**src/rtl/cpu2_pkg.sv**
```systemverilog
// Shared widths and load-sequencer state encoding for the CPU2 write-back path.
// Imported by rf_load_fsm and rf_wb_ctrl.
package cpu2_pkg;

    localparam int RF_AW = 4;
    localparam int XLEN  = 32;
    localparam int HW    = 16;

    typedef enum logic [1:0] {
        IDLE,
        REQ_LO,
        REQ_HI
    } ld_state_e;

endpackage

```
**src/rtl/rf_load_fsm.sv**
```systemverilog
// Splits a 32-bit load into two halfword bus transactions (low, then high)
// and generates the matching halfword RF write in each ack cycle.
import cpu2_pkg::*;

module rf_load_fsm (
    input  logic             clk,
    input  logic             reset,
    input  logic             ld_issue,
    input  logic [RF_AW-1:0] ld_rd,
    input  logic [XLEN-1:0]  ld_addr,
    output logic             ld_ready,
    output logic             mem_req,
    output logic [XLEN-1:0]  mem_addr,
    input  logic             mem_ack,
    input  logic [HW-1:0]    mem_rdata,
    output logic             wr_slot,
    output logic             wr_we,
    output logic             wr_hl,
    output logic             hi_done,
    output logic [RF_AW-1:0] wr_rd,
    output logic [XLEN-1:0]  wr_wd
);

    ld_state_e        state;
    ld_state_e        next;
    logic [XLEN-1:0]  addr_q;
    logic [RF_AW-1:0] rd_q;

    // State register; reset abandons any transaction in flight.
    always_ff @(posedge clk) begin
        if (reset) state <= IDLE;
        else       state <= next;
    end

    // Destination and address are captured only when a load is accepted.
    always_ff @(posedge clk) begin
        if (reset) begin
            addr_q <= '0;
            rd_q   <= '0;
        end else if (state == IDLE && ld_issue) begin
            addr_q <= ld_addr;
            rd_q   <= ld_rd;
        end
    end

    // Next state, bus request and halfword write slot; acks only count
    // while a transaction is outstanding and reset is low.
    always_comb begin
        next     = state;
        ld_ready = 1'b0;
        mem_req  = 1'b0;
        mem_addr = '0;
        wr_slot  = 1'b0;
        wr_hl    = 1'b0;
        unique case (state)
            IDLE: begin
                ld_ready = 1'b1;
                if (ld_issue) next = REQ_LO;
            end
            REQ_LO: begin
                mem_req  = 1'b1;
                mem_addr = addr_q;
                if (mem_ack && !reset) begin
                    wr_slot = 1'b1;
                    next    = REQ_HI;
                end
            end
            REQ_HI: begin
                mem_req  = 1'b1;
                mem_addr = addr_q + 32'd2;
                wr_hl    = 1'b1;
                if (mem_ack && !reset) begin
                    wr_slot = 1'b1;
                    next    = IDLE;
                end
            end
            default: next = IDLE;
        endcase
    end

    assign wr_rd   = rd_q;
    assign wr_we   = wr_slot && (rd_q != '0);
    assign wr_wd   = {{(XLEN-HW){1'b0}}, mem_rdata};
    assign hi_done = wr_slot && wr_hl;

endmodule

```
**src/rtl/rf_wb_ctrl.sv**
```systemverilog
// Register-file write-port arbiter: load halfwords, then skidded ALU, then
// direct ALU. Optional load scoreboard enabled by RF_WB_SCOREBOARD_EN.
import cpu2_pkg::*;

module rf_wb_ctrl (
    input  logic             clk,
    input  logic             reset,
    input  logic             alu_we,
    input  logic [RF_AW-1:0] alu_rd,
    input  logic [XLEN-1:0]  alu_wd,
    output logic             alu_stall,
    input  logic             ld_issue,
    input  logic [RF_AW-1:0] ld_rd,
    input  logic [XLEN-1:0]  ld_addr,
    output logic             ld_ready,
    output logic             mem_req,
    output logic [XLEN-1:0]  mem_addr,
    input  logic             mem_ack,
    input  logic [HW-1:0]    mem_rdata,
    input  logic [RF_AW-1:0] dec_ra1,
    input  logic [RF_AW-1:0] dec_ra2,
    input  logic [RF_AW-1:0] dec_rd,
    output logic             haz_stall,
    output logic             rf_we,
    output logic [RF_AW-1:0] rf_wa,
    output logic [XLEN-1:0]  rf_wd,
    output logic             rf_half,
    output logic             rf_hl
);

    logic             ld_slot;
    logic             ld_we;
    logic             ld_hl;
    logic             ld_hi_done;
    logic [RF_AW-1:0] ld_wa;
    logic [XLEN-1:0]  ld_wd;

    logic             skid_valid;
    logic [RF_AW-1:0] skid_rd;
    logic [XLEN-1:0]  skid_wd;

    rf_load_fsm u_fsm (
        .clk       (clk),
        .reset     (reset),
        .ld_issue  (ld_issue),
        .ld_rd     (ld_rd),
        .ld_addr   (ld_addr),
        .ld_ready  (ld_ready),
        .mem_req   (mem_req),
        .mem_addr  (mem_addr),
        .mem_ack   (mem_ack),
        .mem_rdata (mem_rdata),
        .wr_slot   (ld_slot),
        .wr_we     (ld_we),
        .wr_hl     (ld_hl),
        .hi_done   (ld_hi_done),
        .wr_rd     (ld_wa),
        .wr_wd     (ld_wd)
    );

    // An ALU write colliding with a load halfword parks here for one slot.
    always_ff @(posedge clk) begin
        if (reset) begin
            skid_valid <= 1'b0;
            skid_rd    <= '0;
            skid_wd    <= '0;
        end else if (ld_slot && alu_we && !skid_valid) begin
            skid_valid <= 1'b1;
            skid_rd    <= alu_rd;
            skid_wd    <= alu_wd;
        end else if (skid_valid && !ld_slot) begin
            skid_valid <= 1'b0;
        end
    end

    assign alu_stall = skid_valid;

    // Write-port mux; r0 writes occupy their slot but never assert rf_we.
    always_comb begin
        rf_we   = 1'b0;
        rf_wa   = '0;
        rf_wd   = '0;
        rf_half = 1'b0;
        rf_hl   = 1'b0;
        if (!reset) begin
            if (ld_slot) begin
                rf_we   = ld_we;
                rf_wa   = ld_wa;
                rf_wd   = ld_wd;
                rf_half = 1'b1;
                rf_hl   = ld_hl;
            end else if (skid_valid) begin
                rf_we = skid_rd != '0;
                rf_wa = skid_rd;
                rf_wd = skid_wd;
            end else if (alu_we) begin
                rf_we = alu_rd != '0;
                rf_wa = alu_rd;
                rf_wd = alu_wd;
            end
        end
    end

`ifdef RF_WB_SCOREBOARD_EN
    logic [15:0] busy;

    // A destination is busy from load acceptance until its high-half write.
    always_ff @(posedge clk) begin
        if (reset) begin
            busy <= '0;
        end else begin
            if (ld_hi_done) busy[ld_wa] <= 1'b0;
            if (ld_issue && ld_ready && ld_rd != '0)
                busy[ld_rd] <= 1'b1;
        end
    end

    assign haz_stall = (ld_issue && !ld_ready)
                     || (dec_ra1 != '0 && busy[dec_ra1])
                     || (dec_ra2 != '0 && busy[dec_ra2])
                     || (dec_rd  != '0 && busy[dec_rd]);
`else
    logic unused_dec;
    assign unused_dec = ^{dec_ra1, dec_ra2, dec_rd, ld_hi_done};
    assign haz_stall  = ld_issue && !ld_ready;
`endif

endmodule

```
**config.mk**
```make
export PLATFORM = sky130hd
export DESIGN_NAME = rf_wb_ctrl
export DESIGN_NICKNAME = d
export VERILOG_FILES = /design/src/rtl/cpu2_pkg.sv /design/src/rtl/rf_load_fsm.sv /design/src/rtl/rf_wb_ctrl.sv
export SDC_FILE = /design/constraint.sdc
export NUM_CORES = 1
export LEC_CHECK = 0
export CAP_MARGIN = 20
export CORE_MARGIN = 2
export CORE_UTILIZATION = 40
export DETAILED_ROUTE_END_ITERATION = 10
export HOLD_SLACK_MARGIN = 0.08
export PLACE_DENSITY_LB_ADDON = 0.1
export SLEW_MARGIN = 25
export SYNTH_ARGS = -nofsm -noshare
export SYNTH_HDL_FRONTEND = slang
export SYNTH_SLANG_ARGS = --single-unit
```
**constraint.sdc**
```tcl
create_clock -name clk -period 4.9 [get_ports clk]
set_clock_uncertainty 0.15 [all_clocks]
set_input_delay 0.98 -clock clk [delete_from_list [all_inputs] [get_ports clk]]
set_output_delay 0.98 -clock clk [all_outputs]
set_load 0.05 [all_outputs]
```
Word-level counts from Yosys, hierarchy flattened. Index checks and enable logic that the tools add are counted.

Bits in registers: 75. Bits in latches: 0. RAM bits: 0. Bits in read-only memories: 0. Bits of input ports: 105. Output and inout port bits: 75. Memories kept: 0.

Add/sub/neg operators: 1. $mul: 0. Divide/modulo/power cells: 0. Order comparisons: 0. Eq/ne operators: 5. Shift-type cells: 0. Mux-type cells: 28. Bitwise operators: 0. Reduce and logical (&&, ||, !) cells: 18.

Operator list (number): $mux W32 (4); $pmux W32 S2 (1); $add A32 B2 Y32 const B (1); $mux W4 (4); $mux W1 (15); $reduce_bool A4 Y1 (3); $logic_and A1 B1 Y1 (7); $mux W2 (3); $pmux W2 S3 (1); $logic_not A1 Y1 (4); $ne A2 B1 Y1 const B (2); $reduce_and A3 Y1 (1); $eq A2 B1 Y1 const B (1); $eq A2 B2 Y1 const B (1); $logic_not A2 Y1 (1); $ne A2 B2 Y1 const B (1); $reduce_bool A2 Y1 (1); $reduce_or A2 Y1 (1).

Depth between registers and ports, before layout. Gate-level depths: netlist of the first run.

Depth in word-level cells: 8. Depth in mapped cells: 10. Depth with buffers taken out: 8.

By module. A second synthesis of the first run with hierarchy kept.

Cells, all modules: 734. Area total of the unflattened synthesis: 5412.7 um^2.

Modules (own cells, without submodules): rf_load_fsm (instances 1, cells an instance 398, area each 2718.9 um^2); rf_wb_ctrl (instances 1, cells an instance 336, area each 2693.8 um^2).

Worst setup path before layout of the first run. OpenSTA, ideal clock, no wires.

Path kind: reg-to-output. Start: register u_fsm.state[0]. End: output rf_wa[0]. Data arrival time: 3.133 ns. Path slack: 0.637 ns. Cell stages (with the launch flop): 10. Buffers on the path: 2. Path through: dfxtp_1 > inv_1 > ha_1 > nand2_1 > or2_1 > buf_6 > inv_1 > buf_2 > a211oi_1 > nor3_1.

Longest elaborated chain between the ends: 5.

RTL lines: from (decl) (RTL line rf_load_fsm.sv:24) `ld_state_e state;`; from (signal assigned) (RTL line rf_load_fsm.sv:32) `else state <= next;`; $eq A2 B1 Y1 / $eq A2 B2 Y1 (equally long branches) (RTL line rf_load_fsm.sv:55) `unique case (state)`; $reduce_or A2 Y1 (no line) (*); $mux W1 (*); $mux W4 (*) (RTL line rf_wb_ctrl.sv:86) `if (ld_slot) begin`; $mux W4 (*) (RTL line rf_wb_ctrl.sv:85) `if (!reset) begin`; to (decl) (RTL line rf_wb_ctrl.sv:25) `output logic [RF_AW-1:0] rf_wa,`.

Mark *: on every way between the ends. The rest lies on a longest branch, timed or not.

Final worst setup path of the first run.
Start: register u_fsm.state[0]. End: output mem_addr[22].

Longest elaborated chain between the ends: 2.

RTL lines: $eq A2 B2 Y1 / $eq A2 B1 Y1 (equally long branches) (RTL line rf_load_fsm.sv:55); $pmux W32 S2 (*) (RTL line rf_load_fsm.sv:55); to (decl) (RTL line rf_wb_ctrl.sv:17) `output logic [XLEN-1:0] mem_addr,`.

Marks and branches as above.

==> results.py, run 1 <==
metrics = {
    "grt": {
        "grt_overflow": 0,
        "antenna_found_initial": 0,
        "grt_pass1_vias": 4942,
        "grt_use_total": 0.224,
        "grt_max_degree": 64,
        "grt_pass1_wl_mm": 23.6,
    },
    "die": {
        "die_w_um": 112,
        "core_area_mm2": 0.0114,
        "rows": 39,
        "dieArea_mm2": 0.0126,
        "initial_core_util": 0.409,
        "pin_count": 180,
        "dieHeight_um": 112,
    },
    "timing": {
        "fin_crit_sh": 0.889,
        "rsz0062_at_grt": "no",
        "final_hold_viol_count": 0,
        "max_slew_margin": 0.456,
        "report.final.slew_viol_count": 0,
        "fmax_mhz": 230,
        "final.min_clock_period_ns": 4.36,
        "tns_ns": 0,
        "tightest_slew_ns": 0.812,
        "setup_ws_ns": 0.545,
        "setup_viol": 0,
    },
    "place": {
        "hpwl_mm": 9.97,
        "dpl.cell_count": 983,
        "place_ws_ns": 0.871,
        "gp_congestion": 0.880,
        "port_buffers": 167,
    },
    "worst_setup_path": {
        "end_kind": "output pin",
        "criticalPathCategory": "reg -> out",
        "cp_slowest_cell": "clkdlybuf4s50_1",
        "required_ns": 3.77,
        "crit_fanout": 15,
        "worstPathArrival_ns": 3.23,
        "crit_buf_inv": 2,
        "path_cells": "inv_1 > ha_1 > and2_0 > nand4_1 > o31ai_1 > clkdlybuf4s50_1",
        "start_kind": "register",
        "max_stage_delay_ns": 0.85,
        "critPathTopFamily": "simple AND/OR/NAND/NOR gates",
    },
    "hold_path": {
        "hold_path.class": "reg -> reg",
    },
    "power_and_ir_drop": {
        "power_frac_seq": 0.365,
        "max-vdd-ir-drop_mv": 0.214,
        "pwr-share-clk": 0.369,
        "p_int_mw": 1.28,
        "p_comb_frac": 0.266,
        "p_sw_mw": 0.609,
        "power_density_mw_per_mm2": 286,
        "p_leak_nw": 2.49,
        "switching_share": 0.322,
        "power_mw": 1.89,
    },
    "yosys": {
        "synth_edf_count": 0,
        "ys_warn_count": 0,
        "yosysUniqueCellTypes": 54,
        "synth-seq-cells": 75,
        "ys_seq_area_frac": 0.321,
        "synth_area_mm2": 0.00468,
        "async_reset_ff_frac": 0,
        "avgSynthCellArea_um2": 6.54,
        "synthFlopType": "dfxtp_1",
        "syn_inst": 715,
        "synth_nets": 825,
    },
    "cells_and_area": {
        "final_cells": 999,
        "final_cell_mix": "nand2_1, clkdlybuf4s50_1, a21oi_1, nor2_1, dfxtp_1",
        "nets": 961,
        "drive_above_1_share": 0.0993,
        "syn2layout_area_growth_pct": 41.2,
        "layout_commonest_cell": "nand2_1",
        "final_core_util": 0.578,
        "insertedDiodeCount": 0,
    },
    "clock_network": {
        "cts_max_level": 3,
        "worstSkewPairLatency_ns": 0.33,
        "cts_setup_buffers": 0,
        "cts_root_buf": "clkbuf_16",
        "numCtsBuffers": 9,
        "cts.reportedPaths.clkPinSlew_ns": 0.06,
        "cts_resized": 0,
        "clock_sink_count": 75,
        "clock_path_buffers": 2,
        "cts_tree": "done",
        "hold_buffers": 0,
    },
    "run": {
        "maxCapViolations": 0,
    },
    "detailed_routing": {
        "dr_total_vias": 5316,
        "wl_per_cell_um": 14.2,
        "drt-initial-drc-count": 325,
        "dr.pass1.iters": 5,
        "drc": 0,
        "totalWireLength_mm": 14.1,
        "ant_nets": 0,
        "via_per_inst": 5.32,
    },
    "outcome": {
        "status": "complete, no violations",
    },
}
-- sequential cells by signal, summed over array words and instances, names as in the netlist --
signal and flops:
alu_stall 1, u_fsm.state 2, u_fsm.wr_rd 4, u_fsm.addr_q 32
skid_wd 32, skid_rd 4
-- cell type report --
| type | count | area [µm²] |
|---|---|---|
| Fill cell | 1110 | 4820 |
| Timing Repair Buffer | 181 | 1690 |
| Tap cell | 143 | 179 |
| Multi-Input combinational cell | 574 | 2880 |
| Clock inverter | 5 | 77.6 |
| Inverter | 10 | 37.5 |
| Sequential cell | 75 | 1500 |
| Clock buffer | 11 | 233 |
-- worst min-delay path: stages, from the launching register on --
cell     delay, ns
dfxtp_1       0.30
nand2_1       0.05
a21oi_1       0.05
-- cell families after synthesis --
group	after synthesis	share of synthesized area
multiplexers	5	0.0107
adder cells (fa/ha/maj)	5	0.0134
buffers and inverters	66	0.0626
AND/OR/NAND/NOR	391	0.377
AO/OA/AOI/OAI	173	0.215
flip-flops	75	0.321
-- cells in the mapped netlist, types with 7 or more instances --
cell	n	area share
nand2_1	208	0.17
a21oi_1	98	0.10
nand4_1	7	0.0094
nor2_1	89	0.071
clkbuf_1	41	0.033
nand3_1	20	0.021
inv_1	10	0.0080
nor3_1	21	0.022
a31oi_1	7	0.0094
dfxtp_1	75	0.32
o21ai_0	21	0.022
a211oi_1	20	0.032
-- power by group through the flow --
stage	sequential, mW	clock, mW	combinational [mW]
after global placement	0.699	0	0.495
after floorplan	0.686	0	0.323
after global routing	0.696	0.742	0.542
after detailed placement	0.701	0	0.503
after CTS	0.688	0.712	0.505
final	0.689	0.698	0.502
-- metal layers --
layer | vias to the layer above | share of wire | track usage
met5 | - | 0 | 0
met4 | 0 | 0.015 | 0.0821
met3 | 16 | 0.064 | 0.0486
met2 | 168 | 0.48 | 0.378
met1 | 2422 | 0.44 | 0.284
li1 | 2710 | - | -
-- worst paths after layout --
path / from / end / slack [ns] / cells after the start
min reg2reg: skid_wd[6]$_SDFFE_PP0P_ / skid_wd[6]$_SDFFE_PP0P_ / 0.30 / 2
max reg2reg: u_fsm.state[0]$_SDFFE_PP0P_ / skid_wd[11]$_SDFFE_PP0P_ / 1.81 / 10
max: u_fsm.state[0]$_SDFFE_PP0P_ / mem_addr[22] / 0.54 / 6
min: skid_wd[6]$_SDFFE_PP0P_ / skid_wd[6]$_SDFFE_PP0P_ / 0.30 / 2
-- stage by stage --
stage / instance area [µm²] / hold WS, ns
floorplan: 4680 / 0.286
global placement: 6290 / 0.292
detailed placement: 6290 / 0.297
CTS: 6600 / 0.305
global route: 6600 / 0.322
finish: 6600 / 0.302
Power figures use the tool's default switching activity.
==> inputs of run 2 (changes only) <==
--- a/config.mk
+++ b/config.mk
@@ -7,10 +7,10 @@
 export LEC_CHECK = 0
 export CAP_MARGIN = 20
 export CORE_MARGIN = 2
-export CORE_UTILIZATION = 40
+export CORE_UTILIZATION = 48
 export DETAILED_ROUTE_END_ITERATION = 10
 export HOLD_SLACK_MARGIN = 0.08
-export PLACE_DENSITY_LB_ADDON = 0.1
+export PLACE_DENSITY_LB_ADDON = 0.05
 export SLEW_MARGIN = 25
 export SYNTH_ARGS = -nofsm -noshare
 export SYNTH_HDL_FRONTEND = slang
==> run 2 against run 1 <==
- cell count decreased by 1.3%
- count of clock-buffer cells in the layout decreased by 2
- sequential share of layout area increased by 0.37 points
- global-route usage increased by 4.1 points
- sequential power increased by 0.6%
- non-clock buffer count decreased by 2
- final area decreased by 1.6%
- utilization increased by 9.9 points
- clock power decreased by 19%
- register-to-register slack improved by 0.26 ns
- worst setup slack got worse by 0.061 ns
==> results.py, run 2 (synthesis gave the netlist of run 1 again) <==
metrics = {
    "timing": {
        "rsz0062_at_grt": "no",
        "final.min_clock_period_ns": 4.42,
        "fmax_mhz": 226,
        "tightest_slew_ns": 0.843,
        "tns_ns": 0,
        "fin_crit_sh": 0.901,
        "setup_viol": 0,
        "max_slew_margin": 0.438,
        "report.final.slew_viol_count": 0,
        "final_hold_viol_count": 0,
    },
    "detailed_routing": {
        "via_per_inst": 5.51,
        "dr.pass1.iters": 5,
        "drc": 0,
        "totalWireLength_mm": 14.0,
        "ant_nets": 0,
        "dr_total_vias": 5429,
        "wl_per_cell_um": 14.2,
        "drt-initial-drc-count": 204,
    },
    "die": {
        "pin_count": 180,
        "rows": 36,
        "die_w_um": 103,
        "dieArea_mm2": 0.0105,
        "dieHeight_um": 103,
        "initial_core_util": 0.487,
        "core_area_mm2": 0.00959,
    },
    "worst_setup_path": {
        "crit_top_cell": "or3_1",
        "critPathTopFamily": "simple AND/OR/NAND/NOR gates",
        "crit_buf_inv": 3,
        "worstPathArrival_ns": 3.29,
        "crit_fanout": 16,
        "required_ns": 3.77,
        "start_kind": "register",
        "cp-startpoint": "u_fsm.state[0]$_SDFFE_PP0P_",
        "rr_startpoint": "u_fsm.state[0]$_SDFFE_PP0P_",
        "end_kind": "output pin",
        "criticalPathCategory": "reg -> out",
        "max_stage_delay_ns": 0.80,
        "path_cells": "inv_1 > ha_1 > buf_4 > nand2_1 > or3_1 > or3_1 > nand3_1 > clkdlybuf4s50_1",
        "cp_slowest_cell": "clkdlybuf4s50_1",
    },
    "power_and_ir_drop": {
        "pwr-share-clk": 0.322,
        "p_sw_mw": 0.588,
        "p_int_mw": 1.17,
        "power_density_mw_per_mm2": 270,
        "p_leak_nw": 2.45,
        "p_comb_frac": 0.283,
        "max-vdd-ir-drop_mv": 0.174,
        "switching_share": 0.335,
        "power_frac_seq": 0.395,
    },
    "cells_and_area": {
        "seqCellArea_mm2": 0.00150,
        "final_cell_mix": "nand2_1, clkdlybuf4s50_1, a21oi_1, nor2_1, dfxtp_1",
        "drive_above_1_share": 0.0996,
        "layout_commonest_cell": "nand2_1",
        "insertedDiodeCount": 0,
        "syn2layout_area_growth_pct": 38.9,
        "fillers": 899,
        "nets": 959,
        "reg_top3": "skid_wd x32, u_fsm.addr_q x32",
        "finalInstanceArea_mm2": 0.00649,
        "multi_input_area_mm2": 0.00288,
    },
    "place": {
        "postPlaceCellArea_mm2": 0.00626,
        "gp_congestion": 0.905,
        "port_buffers": 167,
        "hpwl_mm": 9.85,
    },
    "grt": {
        "grt_overflow": 0,
        "grt_pass1_wl_mm": 22.5,
        "grt_max_degree": 68,
        "grt_use_total": 0.265,
        "antenna_found_initial": 0,
        "grt_pass1_vias": 4965,
    },
    "clock_network": {
        "cts_root_buf": "clkbuf_8",
        "worstSkewPairLatency_ns": 0.34,
        "cts_max_level": 3,
        "cts.reportedPaths.clkPinSlew_ns": 0.08,
        "numCtsBuffers": 9,
        "clock_path_buffers": 2,
        "cts_tree": "done",
        "hold_buffers": 0,
        "clock_sink_count": 75,
        "cts_setup_buffers": 0,
        "cts_resized": 0,
    },
    "run": {
        "maxCapViolations": 0,
    },
    "outcome": {
        "status": "complete, no violations",
    },
    "hold_path": {
        "min-delay-start": "skid_wd[10]$_SDFFE_PP0P_",
        "hold_path.class": "reg -> reg",
    },
}
run 2: changes by cell type in the layout (fill, tap and decap cells not counted):
| cell | delta |
|---|---|
| clkinv_2 | +1 |
| buf_4 | -2 |
| clkbuf_16 | -9 |
| clkbuf_1 | -2 |
| clkinvlp_4 | -1 |
| nand2_2 | +1 |
| bufinv_16 | +1 |
| nand2_1 | -1 |
| clkbuf_8 | +9 |
run 2: area by class of cell:
type / count / share of cell area
clock inverter: 6 / 0.0162
tap: 133 / 0.0256
clock buffer: 9 / 0.0191
inverter: 10 / 0.00578
timing repair buffer: 179 / 0.258
multi-input combinational: 574 / 0.444
sequential: 75 / 0.231
run 2: final timing paths:
| path | endpoint | slack (ns) | cells past startpoint |
|---|---|---|---|
| max | mem_addr[31] | 0.48 | 8 |
| max reg2reg | skid_wd[3]$_SDFFE_PP0P_ | 2.07 | 9 |
| min | skid_wd[10]$_SDFFE_PP0P_ | 0.31 | 2 |
| min reg2reg | skid_wd[10]$_SDFFE_PP0P_ | 0.31 | 2 |
run 2: power by group through the flow:
stage / clock (mW) / combinational, mW / sequential, mW
floorplan: 0 / 0.323 / 0.686
global placement: 0 / 0.487 / 0.701
detailed placement: 0 / 0.497 / 0.705
CTS: 0.572 / 0.499 / 0.691
global route: 0.603 / 0.537 / 0.698
finish: 0.565 / 0.497 / 0.693
run 2: worst reg2reg max path: stages (launching register included):
cell	delay [ns]
dfxtp_1	0.38
inv_1	0.09
ha_1	0.35
nand2_1	0.09
or2_1	0.22
buf_4	0.22
nor3b_4	0.66
buf_4	0.36
nand2_1	0.09
a21oi_1	0.14
run 2: per-layer routing:
metal | global-route usage | routed length (µm) | part of all wire | vias up
met4 | 0.0821 | 204 | 0.015 | 0
met3 | 0.0651 | 956 | 0.068 | 19
li1 | - | - | - | 2708
met5 | 0 | 0 | 0 | -
met2 | 0.462 | 7150 | 0.51 | 201
met1 | 0.323 | 5730 | 0.41 | 2501
run 2: metrics by stage:
| stage | util | cells | setup slack (ns) | hold slack, ns | power [mW] |
|---|---|---|---|---|---|
| 2_1_floorplan | - | 715 | 0.637 | 0.286 | 1.01 |
| 3_3_place_gp | 0.653 | 971 | 0.952 | 0.292 | 1.19 |
| 3_5_place_dp | 0.653 | 971 | 0.858 | 0.298 | 1.20 |
| 4_1_cts | 0.677 | 986 | 0.476 | 0.308 | 1.76 |
| 5_1_grt | 0.677 | 986 | 0.310 | 0.328 | 1.84 |
| 6_report | 0.677 | 986 | 0.483 | 0.306 | 1.75 |
